===== config.mk =====
export PLATFORM = sky130hd
export DESIGN_NAME = online_otf_converter
export DESIGN_NICKNAME = d
export VERILOG_FILES = /design/src/rtl/online_otf_converter.sv
export SDC_FILE = /design/constraint.sdc
export NUM_CORES = 1
export LEC_CHECK = 0
export ABC_AREA = 1
export CELL_PAD_IN_SITES_DETAIL_PLACEMENT = 0
export CELL_PAD_IN_SITES_GLOBAL_PLACEMENT = 1
export CORE_AREA = 3 3 84 86
export CTS_BUF_LIST = sky130_fd_sc_hd__clkbuf_4
export CTS_CLUSTER_SIZE = 14
export DETAILED_ROUTE_END_ITERATION = 8
export DIE_AREA = 0 0 87 89
export PLACE_DENSITY_LB_ADDON = 0.05
export SLEW_MARGIN = 40
export SYNTH_ARGS = -nofsm -noshare
export SYNTH_HDL_FRONTEND = slang
export SYNTH_SLANG_ARGS = --single-unit

===== constraint.sdc =====
create_clock -name clk -period 4.1 [get_ports clk]
set_input_delay 1.025 -clock clk [delete_from_list [all_inputs] [get_ports clk]]
set_output_delay 1.025 -clock clk [all_outputs]
set_load 0.01 [all_outputs]

===== src/rtl/online_otf_converter.sv =====
// online_otf_converter
//   Converts an MSB-first radix-2 signed-digit stream (online multiplier /
//   divider output) into a two's-complement integer using Q/QM on-the-fly
//   conversion, so no final carry-propagate addition is needed.
//
// Ports:
//   clk          in   rising-edge clock
//   asyn_reset   in   asynchronous, active-high reset
//   start        in   one-cycle pulse: clear state, begin a new conversion
//   digit_valid  in   digit_in carries a digit this cycle
//   digit_in     in   2'b10=+1, 2'b01=-1, 2'b00=0, 2'b11=illegal (used as 0)
//   digit_ready  out  high while digits are accepted (CONVERT)
//   result_valid out  conversion complete, result stable
//   result_ack   in   consumer has taken the result
//   result       out  N_DIGITS+1 bit two's-complement result (registered)
//   digit_err    out  sticky: illegal digit seen in the current conversion
module online_otf_converter #(
  parameter int unsigned N_DIGITS = 16,
  parameter int unsigned CNT_W    = 5
) (
  input  logic                clk,
  input  logic                asyn_reset,
  input  logic                start,
  input  logic                digit_valid,
  input  logic [1:0]          digit_in,
  output logic                digit_ready,
  output logic                result_valid,
  input  logic                result_ack,
  output logic [N_DIGITS:0]   result,
  output logic                digit_err
);

  localparam int unsigned W = N_DIGITS + 1;
  localparam logic [CNT_W-1:0] LAST = CNT_W'(N_DIGITS - 1);

  typedef enum logic [1:0] {S_IDLE, S_CONVERT, S_DONE} state_t;

  state_t r_state;
  state_t w_state_next;

  // Q and QM keep only N_DIGITS bits: before the final digit |Q| < 2^(N-1),
  // so the top bit of the W-bit value is a pure sign copy. The final shift
  // produces the full W-bit result directly.
  logic [N_DIGITS-1:0] r_q;
  logic [N_DIGITS-1:0] r_qm;
  logic [CNT_W-1:0]    r_cnt;
  logic                r_err;
  logic [W-1:0]        r_result;

  logic         w_accept;
  logic         w_last;
  logic [W-1:0] w_q_next;
  logic [W-1:0] w_qm_next;

  assign w_accept = (r_state == S_CONVERT) && digit_valid && !start;
  assign w_last   = w_accept && (r_cnt == LAST);

  // On-the-fly append: +1 and -1 select Q or QM as the new prefix, 0 keeps each.
  always_comb begin
    w_q_next  = {r_q,  1'b0};
    w_qm_next = {r_qm, 1'b1};
    case (digit_in)
      2'b10: begin
        w_q_next  = {r_q, 1'b1};
        w_qm_next = {r_q, 1'b0};
      end
      2'b01: begin
        w_q_next  = {r_qm, 1'b1};
        w_qm_next = {r_qm, 1'b0};
      end
      default: begin
        w_q_next  = {r_q,  1'b0};
        w_qm_next = {r_qm, 1'b1};
      end
    endcase
  end

  // State register
  always_ff @(posedge clk or posedge asyn_reset) begin
    if (asyn_reset) r_state <= S_IDLE;
    else            r_state <= w_state_next;
  end

  // Next-state logic; start overrides every other event
  always_comb begin
    w_state_next = r_state;
    if (start) begin
      w_state_next = S_CONVERT;
    end else begin
      case (r_state)
        S_IDLE:    w_state_next = S_IDLE;
        S_CONVERT: if (w_last) w_state_next = S_DONE;
        S_DONE:    if (result_ack) w_state_next = S_IDLE;
        default:   w_state_next = S_IDLE;
      endcase
    end
  end

  // Outputs decoded from state only
  always_comb begin
    digit_ready  = (r_state == S_CONVERT);
    result_valid = (r_state == S_DONE);
  end

  // Datapath
  always_ff @(posedge clk or posedge asyn_reset) begin
    if (asyn_reset) begin
      r_q      <= '0;
      r_qm     <= '1;
      r_cnt    <= '0;
      r_err    <= 1'b0;
      r_result <= '0;
    end else if (start) begin
      r_q   <= '0;
      r_qm  <= '1;
      r_cnt <= '0;
      r_err <= 1'b0;
    end else if (w_accept) begin
      r_q   <= w_q_next[N_DIGITS-1:0];
      r_qm  <= w_qm_next[N_DIGITS-1:0];
      r_cnt <= r_cnt + CNT_W'(1);
      if (digit_in == 2'b11) r_err <= 1'b1;
      if (w_last) r_result <= w_q_next;
    end
  end

  assign result    = r_result;
  assign digit_err = r_err;

endmodule


# Word-level counts from Yosys, hierarchy flattened
# Index checks and enable logic that the tools add are counted.
totals:
  register_bits: 57
  output_inout_bits: 20
  elab_cells: 40
classes:
  n_addsub: 1
  eq_ne: 8
  muxes: 15
  bitwise_logic: 1
  n_reduce_logical: 9
op_table:
  columns: ["op", "n"]
  rows:
  - ["two-way mux 16 bit", 4]
  - ["case mux 17 bit (2 select lines)", 1]
  - ["case mux 16 bit (2 select lines)", 1]
  - ["two-way mux 5 bit", 2]
  - ["== test 2 bit (second input constant)", 3]
  - ["two-way mux 2 bit", 3]
  - ["inequality test 3 x 2 -> 1 bit (second input constant)", 2]
  - ["adder 5 x 1 -> 5 bit (second input constant)", 1]
  - ["== test 5 x 4 -> 1 bit (second input constant)", 1]
  - ["== test 2 x 1 -> 1 bit (second input constant)", 2]
  - ["case mux 2 bit (2 select lines)", 1]
  - ["AND reduction 2 bit", 2]
  - ["nonzero test 2 bit", 2]
  - ["logical AND 1 bit", 3]
  - ["two-way mux 1 bit", 3]
  - ["AND reduction 3 bit", 1]
  - ["logical NOT 1 bit", 1]
  - ["inverter 1 bit", 1]

# Logic depth before layout (Yosys ltp)
# Gate-level depths: netlist of run 1.
logic_depth:
  depth_word: 7
  mapped_depth: 10
  mapped_depth_nobuf: 8

# Worst setup path after synthesis of run 1
# OpenSTA, ideal clock, no wires.
synth_path:
  kind: "input-to-reg"
  startpoint: "in digit_in[0]"
  endpoint: "reg r_result[10] (netlist: result[10])"
  setup_ps: 65
  arrival_ps: 1944
  required_time_ps: 4035
  path_slack_ps: 2091
  stages: 8
  n_path_buf: 1
  cell_sequence: "inv_1 ha_1 inv_2 buf_2 nand2_1 nand2_1 nand2_1 nand2_1"
synth_between:
  elab_chain_cells: 2
synth_rtl:
  columns: ["element", "line", "text"]
  rows:
  - ["start, declared", "25", "input logic [1:0] digit_in,"]
  - ["== test 2 x 1 -> 1 bit / == test 2 bit (equally long branches)", "62", "case (digit_in)"]
  - ["case mux 17 bit (2 select lines) (*)", "62", null]
  - ["end signal, assigned", "123", "if (w_last) r_result <= w_q_next;"]
  - ["end, declared", "48", "logic [W-1:0] r_result;"]
# Every way passes the cells marked *; elsewhere a longest branch is shown, timed or not.
# A chain may end at the register's enable or synchronous reset.

# Worst setup path in the final report of run 1
layout_path:
  startpoint: "reg r_state[0]"
  endpoint: "out digit_ready"
layout_between:
  elab_chain_cells: 1
layout_rtl:
  columns: ["element", "line", "text"]
  rows:
  - ["start, declared", "38", "state_t r_state;"]
  - ["start signal, assigned", "81", "else r_state <= w_state_next;"]
  - ["== test 2 x 1 -> 1 bit", "101", "digit_ready = (r_state == S_CONVERT);"]
  - ["end, declared", "26", "output logic digit_ready,"]
# Every way passes these cells.

==> insert_results.sql, run 1 <==
INSERT INTO impl_metrics (metric_group, metric, value, unit) VALUES
('run_status', 'status', 'completed', ''),
('finish', 'most_frequent_cells_in_the_layout', 'nand2_1 (252), dfrtp_1 (41), inv_1 (31)', ''),
('worst_hold_path', 'hold_end', 'result[4]', ''),
('clock_network', 'clk_path_buf_depth', '2', ''),
('global_route', 'grt_max_degree', '33', ''),
('floorplanning', 'dieWidth', '87', 'um'),
('worst_hold_path', 'hold_path_depth', '2', ''),
('finish', 'layout.cells.most_common', 'nand2_1', ''),
('clock_network', 'cts_buffers', '9', ''),
('worst_setup_path', 'reg2reg_setup_slack', '2.24', 'ns'),
('drt', 'postRouteWirelength', '6595', 'um'),
('synth', 'synth_top_area_cell', 'dfrtp_1', ''),
('synth', 'synth_enable_flop_cells', '0', ''),
('finish', 'multi_input_gate_area_in_the_final_layout', '0.001234', 'mm^2'),
('clock_network', 'clock_sink_count', '57', ''),
('worst_setup_path', 'critPathKind', 'flop to output port', ''),
('synth', 'synth.top_cell.area_share', '35.16', '%'),
('worst_setup_path', 'startpoint_type_of_the_worst_setup_path', 'flop', ''),
('clock_network', 'cts_hold_buffers', '0', ''),
('synth', 'synth.cell_area', '0.002918', 'mm^2'),
('timing', 'final_layout_worst_hold_slack', '0.4823', 'ns'),
('clock_network', 'cts-resized-gates', '0', ''),
('timing', 'clock-skew-final', '0.01812', 'ns'),
('drt', 'ant_nets', '0', ''),
('timing', 'setup_slack', '1.553', 'ns'),
('global_route', 'grt_pass1_vias', '2233', ''),
('flow_run', 'max_cap_violations', '0', ''),
('worst_setup_path', 'setup.worst_path.end_class', 'output port', ''),
('power', 'worst_ir_drop_on_vdd', '0.1879', 'mV'),
('worst_setup_path', 'timing.critical_path.from', 'r_state[0]', ''),
('floorplanning', 'dieArea', '0.007743', 'mm^2'),
('timing', 'setup_repair_after_global_routing_missed_its_margin', 'no', ''),
('synth', 'ys_seq_elements', '57', ''),
('finish', 'seqCellArea', '0.001446', 'mm^2'),
('drt', 'drc_violation_count_after_routing', '0', ''),
('floorplanning', 'placementRows', '29', ''),
('global_route', 'grt.total_usage', '18.77', '%'),
('synth', 'ys_async_sr_fraction', '100.0', '%'),
('global_route', 'antenna_violations_before_repair', '0', ''),
('drt', 'drt-wirelength-per-cell', '12.86', 'um'),
('finish', 'layout.cell_area.non_filler', '0.003326', 'mm^2'),
('power', 'power_density', '335.1', 'mW/mm^2'),
('worst_setup_path', 'timing.rr.end', 'result[8]', ''),
('worst_hold_path', 'holdCritPathClass', 'flop to flop', ''),
('clock_network', 'clock-root-buffer', 'clkbuf_4', ''),
('worst_setup_path', 'cp_data_required_time', '3.07', 'ns'),
('clock_network', 'path_clk_slew', '0.09', 'ns'),
('timing', 'maxClockFrequency', '392.6', 'MHz'),
('clock_network', 'number_of_post_cts_setup_repair_buffers', '0', ''),
('timing', 'timing.setup.tns', '0', 'ns'),
('drt', 'first_pass_iters', '4', ''),
('finish', 'drive_above_1_share', '10.32', '%'),
('drt', 'route.detailed.vias_per_inst', '4.747', ''),
('synth', 'netlist_instances', '406', ''),
('global_route', 'overflow', '0', ''),
('timing', 'report.final.setup_viol', '0', ''),
('finish', 'finished_core_util', '52.37', '%'),
('worst_hold_path', 'min-delay-start', 'result[4]', ''),
('place', 'placed_cells_incl_taps', '496', ''),
('finish', 'finish.net_count', '443', ''),
('worst_setup_path', 'worst_ep_arrival_time', '1.52', 'ns'),
('place', 'routabilityCongestion', '0.7649', ''),
('floorplanning', 'start_util', '45.95', '%'),
('timing', 'max_slew_margin', '50.44', '%'),
('place', 'dp_hpwl', '4143', 'um'),
('timing', 'layout_min_cycle_time', '2.547', 'ns'),
('synth', 'ys.warnings.count', '0', ''),
('finish', 'fin_cells', '513', ''),
('clock_network', 'clk_latency', '0.39', 'ns'),
('worst_setup_path', 'worst-path-max-fanout', '3', ''),
('worst_setup_path', 'worst_r2r_path_depth', '9', '');
## state kept, by name (all words and copies together) (netlist names)
signal,count
digit_err,1
result,17
r_cnt,5
r_q,16
r_state,2
r_qm,16
## metal layers
layer / wire length (um) / vias to the layer above / global-route usage [%]
met3: 260 / 8 / 2.765
met5: 0 / - / 0
met2: 2965 / 39 / 29.40
met4: 92 / 0 / 8.074
li1: - / 1258 / -
met1: 3277 / 1130 / 26.02
## final cells by class
class | instances | share of cell area [%]
inverters | 36 | 4.063
repair buffers | 31 | 9.067
well taps | 77 | 2.897
multi-input cells | 296 | 37.10
flip-flops and latches | 57 | 43.49
clock inverters | 2 | 0.2257
clock buffers | 14 | 3.160
## cells by family after synthesis
logic type	count (synthesis)	share of synthesized area, %
AND/OR/NAND/NOR	281	38.34
flip-flops	57	49.57
adder cells (fa/ha/maj)	5	2.144
buffers and inverters	53	8.148
AO/OA/AOI/OAI	10	1.801
## power breakdown
| group | total [mW] | internal [mW] | leakage (nW) | switching, mW |
|---|---|---|---|---|
| registers | 0.624 | 0.601 | 0.734 | 0.0232 |
| logic | 0.146 | 0.0475 | 1.11 | 0.0983 |
| clock network | 0.344 | 0.156 | 0.0675 | 0.188 |
## cells in the mapped netlist (2+ instances only)
cell type and number:
clkbuf_2 2, a21oi_1 5, buf_6 2, dfrtp_1 41, clkbuf_1 2, buf_2 8, nand3_1 15, nand2_1 252
ha_1 5, dfstp_2 16, buf_4 3, inv_2 4, nor2_1 8, inv_1 32, o21ai_0 4
## worst max-delay path by stage
| stage | cells after the start | to |
|---|---|---|
| after floorplan | 1 | digit_err |
| after global placement | 5 | result[0] |
| after detailed placement | 5 | result[10] |
| after CTS | 3 | digit_ready |
| after global routing | 3 | digit_ready |
| final | 3 | digit_ready |
## worst max-delay path, stage by stage, from the launching register on
cell	delay [ns]
dfrtp_1	0.42
inv_1	0.07
nor2_1	0.11
clkdlybuf4s50_1	0.55
No activity file was read; power rests on OpenSTA's default activity.
==> run 2, diff against run 1 <==
--- a/config.mk
+++ b/config.mk
@@ -8,11 +8,11 @@
 export ABC_AREA = 1
 export CELL_PAD_IN_SITES_DETAIL_PLACEMENT = 0
 export CELL_PAD_IN_SITES_GLOBAL_PLACEMENT = 1
-export CORE_AREA = 3 3 84 86
+export CORE_AREA = 3 3 87 89
 export CTS_BUF_LIST = sky130_fd_sc_hd__clkbuf_4
 export CTS_CLUSTER_SIZE = 14
 export DETAILED_ROUTE_END_ITERATION = 8
-export DIE_AREA = 0 0 87 89
+export DIE_AREA = 0 0 90 92
 export PLACE_DENSITY_LB_ADDON = 0.05
 export SLEW_MARGIN = 40
 export SYNTH_ARGS = -nofsm -noshare
==> constraint.sdc (replaced) <==
create_clock -name clk -period 2.6 [get_ports clk]
set_input_delay 0.65 -clock clk [delete_from_list [all_inputs] [get_ports clk]]
set_output_delay 0.65 -clock clk [all_outputs]
set_load 0.01 [all_outputs]
==> insert_results.sql, run 2 (same netlist as run 1, synthesis figures left out) <==
INSERT INTO impl_metrics (metric_group, metric, value, unit) VALUES
('run_status', 'status', 'completed', ''),
('finish', 'finish.net_count', '448', ''),
('worst_setup_path', 'critPathKind', 'flop to output port', ''),
('timing', 'setup_repair_after_global_routing_missed_its_margin', 'no', ''),
('clock_network', 'htree_num_levels', '3', ''),
('floorplanning', 'chipHeight', '92', 'um'),
('flow_run', 'max_cap_violations', '0', ''),
('floorplanning', 'start_util', '42.71', '%'),
('clock_network', 'clock_tree_from_tritoncts', 'done', ''),
('drt', 'first_pass_iters', '4', ''),
('drt', 'drt_iter0_drc', '143', ''),
('clock_network', 'cts_hold_buffers', '0', ''),
('worst_setup_path', 'setup.worst_path.end_class', 'output port', ''),
('power', 'power_density', '524.3', 'mW/mm^2'),
('finish', 'drive_above_1_share', '11.56', '%'),
('drt', 'drt-wirelength-per-cell', '12.98', 'um'),
('clock_network', 'clock_sink_count', '57', ''),
('timing', 'maxClockFrequency', '453.1', 'MHz'),
('worst_setup_path', 'worst-path-max-fanout', '3', ''),
('finish', 'area_delta_synth_final', '16.85', '%'),
('finish', 'max_reg_flops', '17', ''),
('clock_network', 'path_clk_slew', '0.09', 'ns'),
('floorplanning', 'dieArea', '0.008280', 'mm^2'),
('power', 'p_total', '1.788', 'mW'),
('timing', 'timing_max_transition_violations_final', '0', ''),
('timing', 'hold_viol_final', '0', ''),
('floorplanning', 'coreArea', '0.006832', 'mm^2'),
('finish', 'layout.cells.most_common', 'nand2_1', ''),
('floorplanning', 'top_level_port_count', '27', ''),
('drt', 'postRouteWirelength', '6968', 'um'),
('clock_network', 'clk_latency', '0.40', 'ns'),
('clock_network', 'clk_path_buf_depth', '2', ''),
('place', 'routabilityCongestion', '0.7859', ''),
('timing', 'report.final.setup_viol', '0', ''),
('global_route', 'grt_max_degree', '40', ''),
('timing', 'max_slew_margin', '68.62', '%'),
('clock_network', 'clock-root-buffer', 'clkbuf_4', ''),
('worst_setup_path', 'cp_data_required_time', '1.95', 'ns'),
('global_route', 'overflow', '0', ''),
('global_route', 'grt.total_usage', '17.91', '%'),
('clock_network', 'cts_buffers', '9', ''),
('worst_setup_path', 'cp_top_family', 'buffers and inverters', ''),
('place', 'dp_hpwl', '4628', 'um'),
('drt', 'detailroute.via_count', '2481', ''),
('drt', 'route.detailed.vias_per_inst', '4.620', ''),
('worst_setup_path', 'cp.buffers_inverters', '2', ''),
('worst_setup_path', 'timing.critical_path.slowest_stage_cell', 'clkdlybuf4s50_1', ''),
('global_route', 'antenna_violations_before_repair', '0', ''),
('global_route', 'grt_pass1_wl', '11630', 'um'),
('power', 'power.leakage', '1.947', 'nW'),
('timing', 'clock-skew-final', '0.02070', 'ns'),
('global_route', 'grt_pass1_vias', '2266', ''),
('drt', 'ant_nets', '0', ''),
('worst_setup_path', 'startpoint_type_of_the_worst_setup_path', 'flop', ''),
('worst_setup_path', 'worst_ep_arrival_time', '1.56', 'ns'),
('clock_network', 'number_of_post_cts_setup_repair_buffers', '0', ''),
('timing', 'timing.setup.tns', '0', 'ns'),
('worst_hold_path', 'holdCritPathClass', 'flop to flop', ''),
('place', 'port_bufs', '26', ''),
('clock_network', 'cts-resized-gates', '0', ''),
('timing', 'layout_min_cycle_time', '2.207', 'ns'),
('floorplanning', 'dieWidth', '90', 'um'),
('floorplanning', 'placementRows', '30', ''),
('finish', 'most_frequent_cells_in_the_layout', 'nand2_1 (252), dfrtp_1 (41), inv_1 (31)', ''),
('worst_setup_path', 'worstPathCellList', 'inv_1, nor2_1, clkdlybuf4s50_1', ''),
('worst_setup_path', 'timing.critical_path.slowest_cell_delay', '0.55', 'ns'),
('timing', 'share_of_the_cycle_needed_by_the_critical_path_after_routing', '84.88', '%'),
('finish', 'num_antenna_cells', '0', ''),
('power', 'worst_ir_drop_on_vdd', '0.2111', 'mV'),
('timing', 'worst_slew_pin_slew', '0.4692', 'ns'),
('drt', 'drc_violation_count_after_routing', '0', '');
run 2: cell count changes in the layout (fill, tap and decap cells not counted), sizes merged:
cell and change:
buf +5
run 2: metal layers:
metal	vias up	track usage [%]	share of wire (%)
met5	-	0	0
met1	1144	27.37	53
met3	11	3.692	4.1
met4	0	7.015	1.8
li1	1279	-	-
met2	47	24.52	41
run 2: final cells by class:
cell class | instances | area (um^2)
inverter | 36 | 135.1
clock inverter | 2 | 8.758
timing repair buffer | 36 | 360.3
tap | 96 | 120.1
multi-input combinational | 296 | 1234
clock buffer | 14 | 105.1
fill | 737 | 3422
sequential | 57 | 1446
run 2: power by group:
part / leakage [nW] / total [mW] / switching (mW) / internal [mW]
logic: 1.14 / 0.243 / 0.160 / 0.0828
registers: 0.734 / 0.984 / 0.0367 / 0.948
clock network: 0.0699 / 0.560 / 0.313 / 0.247
run 2: per-stage QoR:
stage	instance area (um^2)	setup WS [ns]	util [%]	cells	hold WS, ns
2_1_floorplan	2918	0.5768	-	406	0.4426
3_3_place_gp	3296	0.2600	48.24	521	0.4610
3_5_place_dp	3296	0.2235	48.24	521	0.4640
4_1_cts	3410	0.3514	49.91	537	0.4836
5_1_grt	3410	0.2868	49.91	537	0.5000
6_report	3410	0.3930	49.91	537	0.4817
run 2: worst register-to-register path: stages, from the launching register on:
cell and delay [ns]:
dfrtp_1 0.40, ha_1 0.19, nand2_1 0.08, nor2_1 0.12, ha_1 0.23, inv_1 0.09, nor3_4 0.18, buf_4 0.21
nand2_1 0.10, nand2_1 0.06
run 2: final timing paths:
| kind | start | end | slack [ns] | depth (start not counted) |
|---|---|---|---|---|
| min reg2reg | r_qm[6] | r_qm[6] | 0.48 | 2 |
| min | r_qm[6] | r_qm[6] | 0.48 | 2 |
| min in group asynchronous | asyn_reset | result[5] | 0.57 | 2 |
| max in group asynchronous | asyn_reset | r_qm[10] | 1.39 | 3 |
| max | r_state[0] | digit_ready | 0.39 | 3 |
| max reg2reg | r_cnt[0] | result[8] | 0.90 | 9 |
==> run 3, diff against run 2 <==
==> constraint.sdc (replaced) <==
create_clock -name clk -period 2.2 [get_ports clk]
set_input_delay 0.55 -clock clk [delete_from_list [all_inputs] [get_ports clk]]
set_output_delay 0.55 -clock clk [all_outputs]
set_load 0.01 [all_outputs]
==> insert_results.sql, run 3 (same netlist as run 1, synthesis figures left out) <==
INSERT INTO impl_metrics (metric_group, metric, value, unit) VALUES
('floorplanning', 'dieArea', '0.008280', 'mm^2'),
('clock_network', 'clk_latency', '0.39', 'ns'),
('drt', 'postRouteWirelength', '6696', 'um'),
('global_route', 'grt.total_usage', '17.42', '%'),
('finish', 'layout.cells.most_common', 'nand2_1', ''),
('drt', 'drc_violation_count_after_routing', '0', ''),
('timing', 'clock-skew-final', '0.01270', 'ns'),
('timing', 'report.final.setup_viol', '0', ''),
('finish', 'max_reg_flops', '17', ''),
('clock_network', 'clock_sink_count', '57', ''),
('floorplanning', 'coreArea', '0.006832', 'mm^2'),
('global_route', 'grt_max_degree', '58', ''),
('worst_setup_path', 'worstPathCellList', 'inv_1, nor2_1, clkdlybuf4s50_1', ''),
('worst_setup_path', 'timing.critical_path.slowest_cell_delay', '0.55', 'ns'),
('timing', 'worst_slew_pin_slew', '0.3139', 'ns'),
('finish', 'seqCellArea', '0.001446', 'mm^2'),
('place', 'routabilityCongestion', '0.7697', ''),
('drt', 'first_pass_iters', '4', ''),
('global_route', 'grt_pass1_wl', '11500', 'um'),
('clock_network', 'cts_buffers', '9', ''),
('worst_setup_path', 'critPathKind', 'flop to output port', ''),
('worst_hold_path', 'holdCritPathClass', 'flop to flop', ''),
('worst_hold_path', 'hold_end', 'r_qm[1]', ''),
('place', 'port_bufs', '26', ''),
('clock_network', 'clock_tree_from_tritoncts', 'done', ''),
('clock_network', 'htree_num_levels', '3', ''),
('worst_setup_path', 'setup.worst_path.end_class', 'output port', ''),
('timing', 'max_slew_margin', '79.07', '%'),
('worst_hold_path', 'hold_path_depth', '2', ''),
('worst_setup_path', 'reg2reg_setup_slack', '0.54', 'ns'),
('worst_setup_path', 'timing.critical_path.slowest_stage_cell', 'clkdlybuf4s50_1', ''),
('finish', 'num_antenna_cells', '0', ''),
('worst_hold_path', 'min-delay-start', 'r_qm[1]', ''),
('worst_setup_path', 'cp_top_family', 'buffers and inverters', ''),
('timing', 'timing.setup.tns', '0', 'ns'),
('flow_run', 'max_cap_violations', '0', ''),
('timing', 'hold_viol_final', '0', ''),
('finish', 'most_frequent_cells_in_the_layout', 'nand2_1 (252), dfrtp_1 (41), inv_1 (31)', ''),
('clock_network', 'clk_path_buf_depth', '2', ''),
('clock_network', 'number_of_post_cts_setup_repair_buffers', '0', ''),
('worst_setup_path', 'worst-path-max-fanout', '3', ''),
('finish', 'fillCellCount', '718', ''),
('clock_network', 'cts-resized-gates', '0', ''),
('timing', 'share_of_the_cycle_needed_by_the_critical_path_after_routing', '94.97', '%'),
('floorplanning', 'dieWidth', '90', 'um'),
('clock_network', 'clock-root-buffer', 'clkbuf_4', ''),
('timing', 'timing_max_transition_violations_final', '0', ''),
('global_route', 'overflow', '0', ''),
('finish', 'area_delta_synth_final', '19.85', '%'),
('floorplanning', 'top_level_port_count', '27', ''),
('power', 'worst_ir_drop_on_vdd', '0.3034', 'mV'),
('finish', 'drive_above_1_share', '12.75', '%'),
('run_status', 'status', 'completed', ''),
('drt', 'ant_nets', '0', ''),
('place', 'dp_hpwl', '4465', 'um'),
('timing', 'maxClockFrequency', '478.6', 'MHz'),
('worst_setup_path', 'cp_data_required_time', '1.65', 'ns'),
('power', 'power.leakage', '1.990', 'nW'),
('finish', 'finish.net_count', '454', ''),
('drt', 'drt-wirelength-per-cell', '12.33', 'um'),
('worst_setup_path', 'startpoint_type_of_the_worst_setup_path', 'flop', ''),
('power', 'power_density', '601.7', 'mW/mm^2'),
('global_route', 'grt_pass1_vias', '2314', ''),
('drt', 'detailroute.via_count', '2443', ''),
('floorplanning', 'chipHeight', '92', 'um'),
('timing', 'layout_min_cycle_time', '2.089', 'ns'),
('floorplanning', 'start_util', '42.71', '%'),
('clock_network', 'cts_hold_buffers', '0', ''),
('floorplanning', 'placementRows', '30', ''),
('finish', 'finished_core_util', '51.19', '%'),
('worst_setup_path', 'timing.rr.end', 'result[6]', ''),
('finish', 'multi_input_gate_area_in_the_final_layout', '0.001234', 'mm^2'),
('worst_setup_path', 'worst_ep_arrival_time', '1.54', 'ns'),
('drt', 'route.detailed.vias_per_inst', '4.499', ''),
('worst_setup_path', 'timing.rr.start', 'r_cnt[0]', ''),
('clock_network', 'path_clk_slew', '0.09', 'ns'),
('worst_setup_path', 'worst_r2r_path_depth', '9', ''),
('drt', 'drt_iter0_drc', '147', ''),
('worst_setup_path', 'cp.buffers_inverters', '2', ''),
('global_route', 'antenna_violations_before_repair', '0', ''),
('timing', 'setup_repair_after_global_routing_missed_its_margin', 'no', '');
[run 3: cell types whose count changed in the layout (fill, tap and decap cells not counted)]
cell / delta
buf_12: +4
buf_4: +2
clkbuf_4: -3
clkinv_2: +3
[run 3: tightest hold or removal path: stages, from the launching register on]
cell and delay [ns]:
dfstp_2 0.38, nand2_1 0.06, nand2_1 0.05
[run 3: worst max-delay path by stage]
stage	slack, ns	to	cells after the start	start
finish	0.11	digit_ready	3	r_state[0]
global placement	0.10	r_q[1]	9	digit_in[0]
floorplan	0.28	digit_err	1	asyn_reset
detailed placement	0.08	result[4]	9	digit_in[0]
CTS	0.09	digit_ready	3	r_state[0]
global route	0.06	digit_ready	3	r_state[0]
[run 3: layer usage]
layer  GRT usage [%]  share of wire, %  vias to the layer above  wire [um]
met1           26.37                53                     1110       3546
li1                -                 -                     1286          -
met3           2.707               3.6                        5        238
met5               0                 0                        -          0
met2           24.70                42                       42       2840
met4           7.015               1.0                        0         70
[run 3: layout make-up]
| cell class | instances | share of cell area [%] |
|---|---|---|
| Clock inverter | 5 | 0.6798 |
| Clock buffer | 11 | 2.361 |
| Sequential cell | 57 | 41.36 |
| Timing Repair Buffer | 42 | 13.02 |
| Inverter | 36 | 3.864 |
| Multi-Input combinational cell | 296 | 35.28 |
| Tap cell | 96 | 3.435 |
[run 3: through the flow]
step	instance area (um^2)	setup WS, ns	power, mW	hold slack (ns)	std cells
finish	3497	0.1107	2.104	0.4829	543
CTS	3497	0.08798	2.133	0.4852	543
floorplan	2918	0.2768	1.379	0.4426	406
global route	3497	0.05555	2.236	0.5116	543
detailed placement	3391	0.07525	1.501	0.4663	527
global placement	3391	0.1010	1.499	0.4617	527
[run 3: where the power goes]
group	total (mW)	leakage [nW]	switching, mW	internal, mW
Sequential	1.16	0.734	0.0429	1.12
Combinational	0.316	1.19	0.194	0.122
Clock	0.626	0.0678	0.379	0.247
Total	2.10	1.99	0.616	1.49
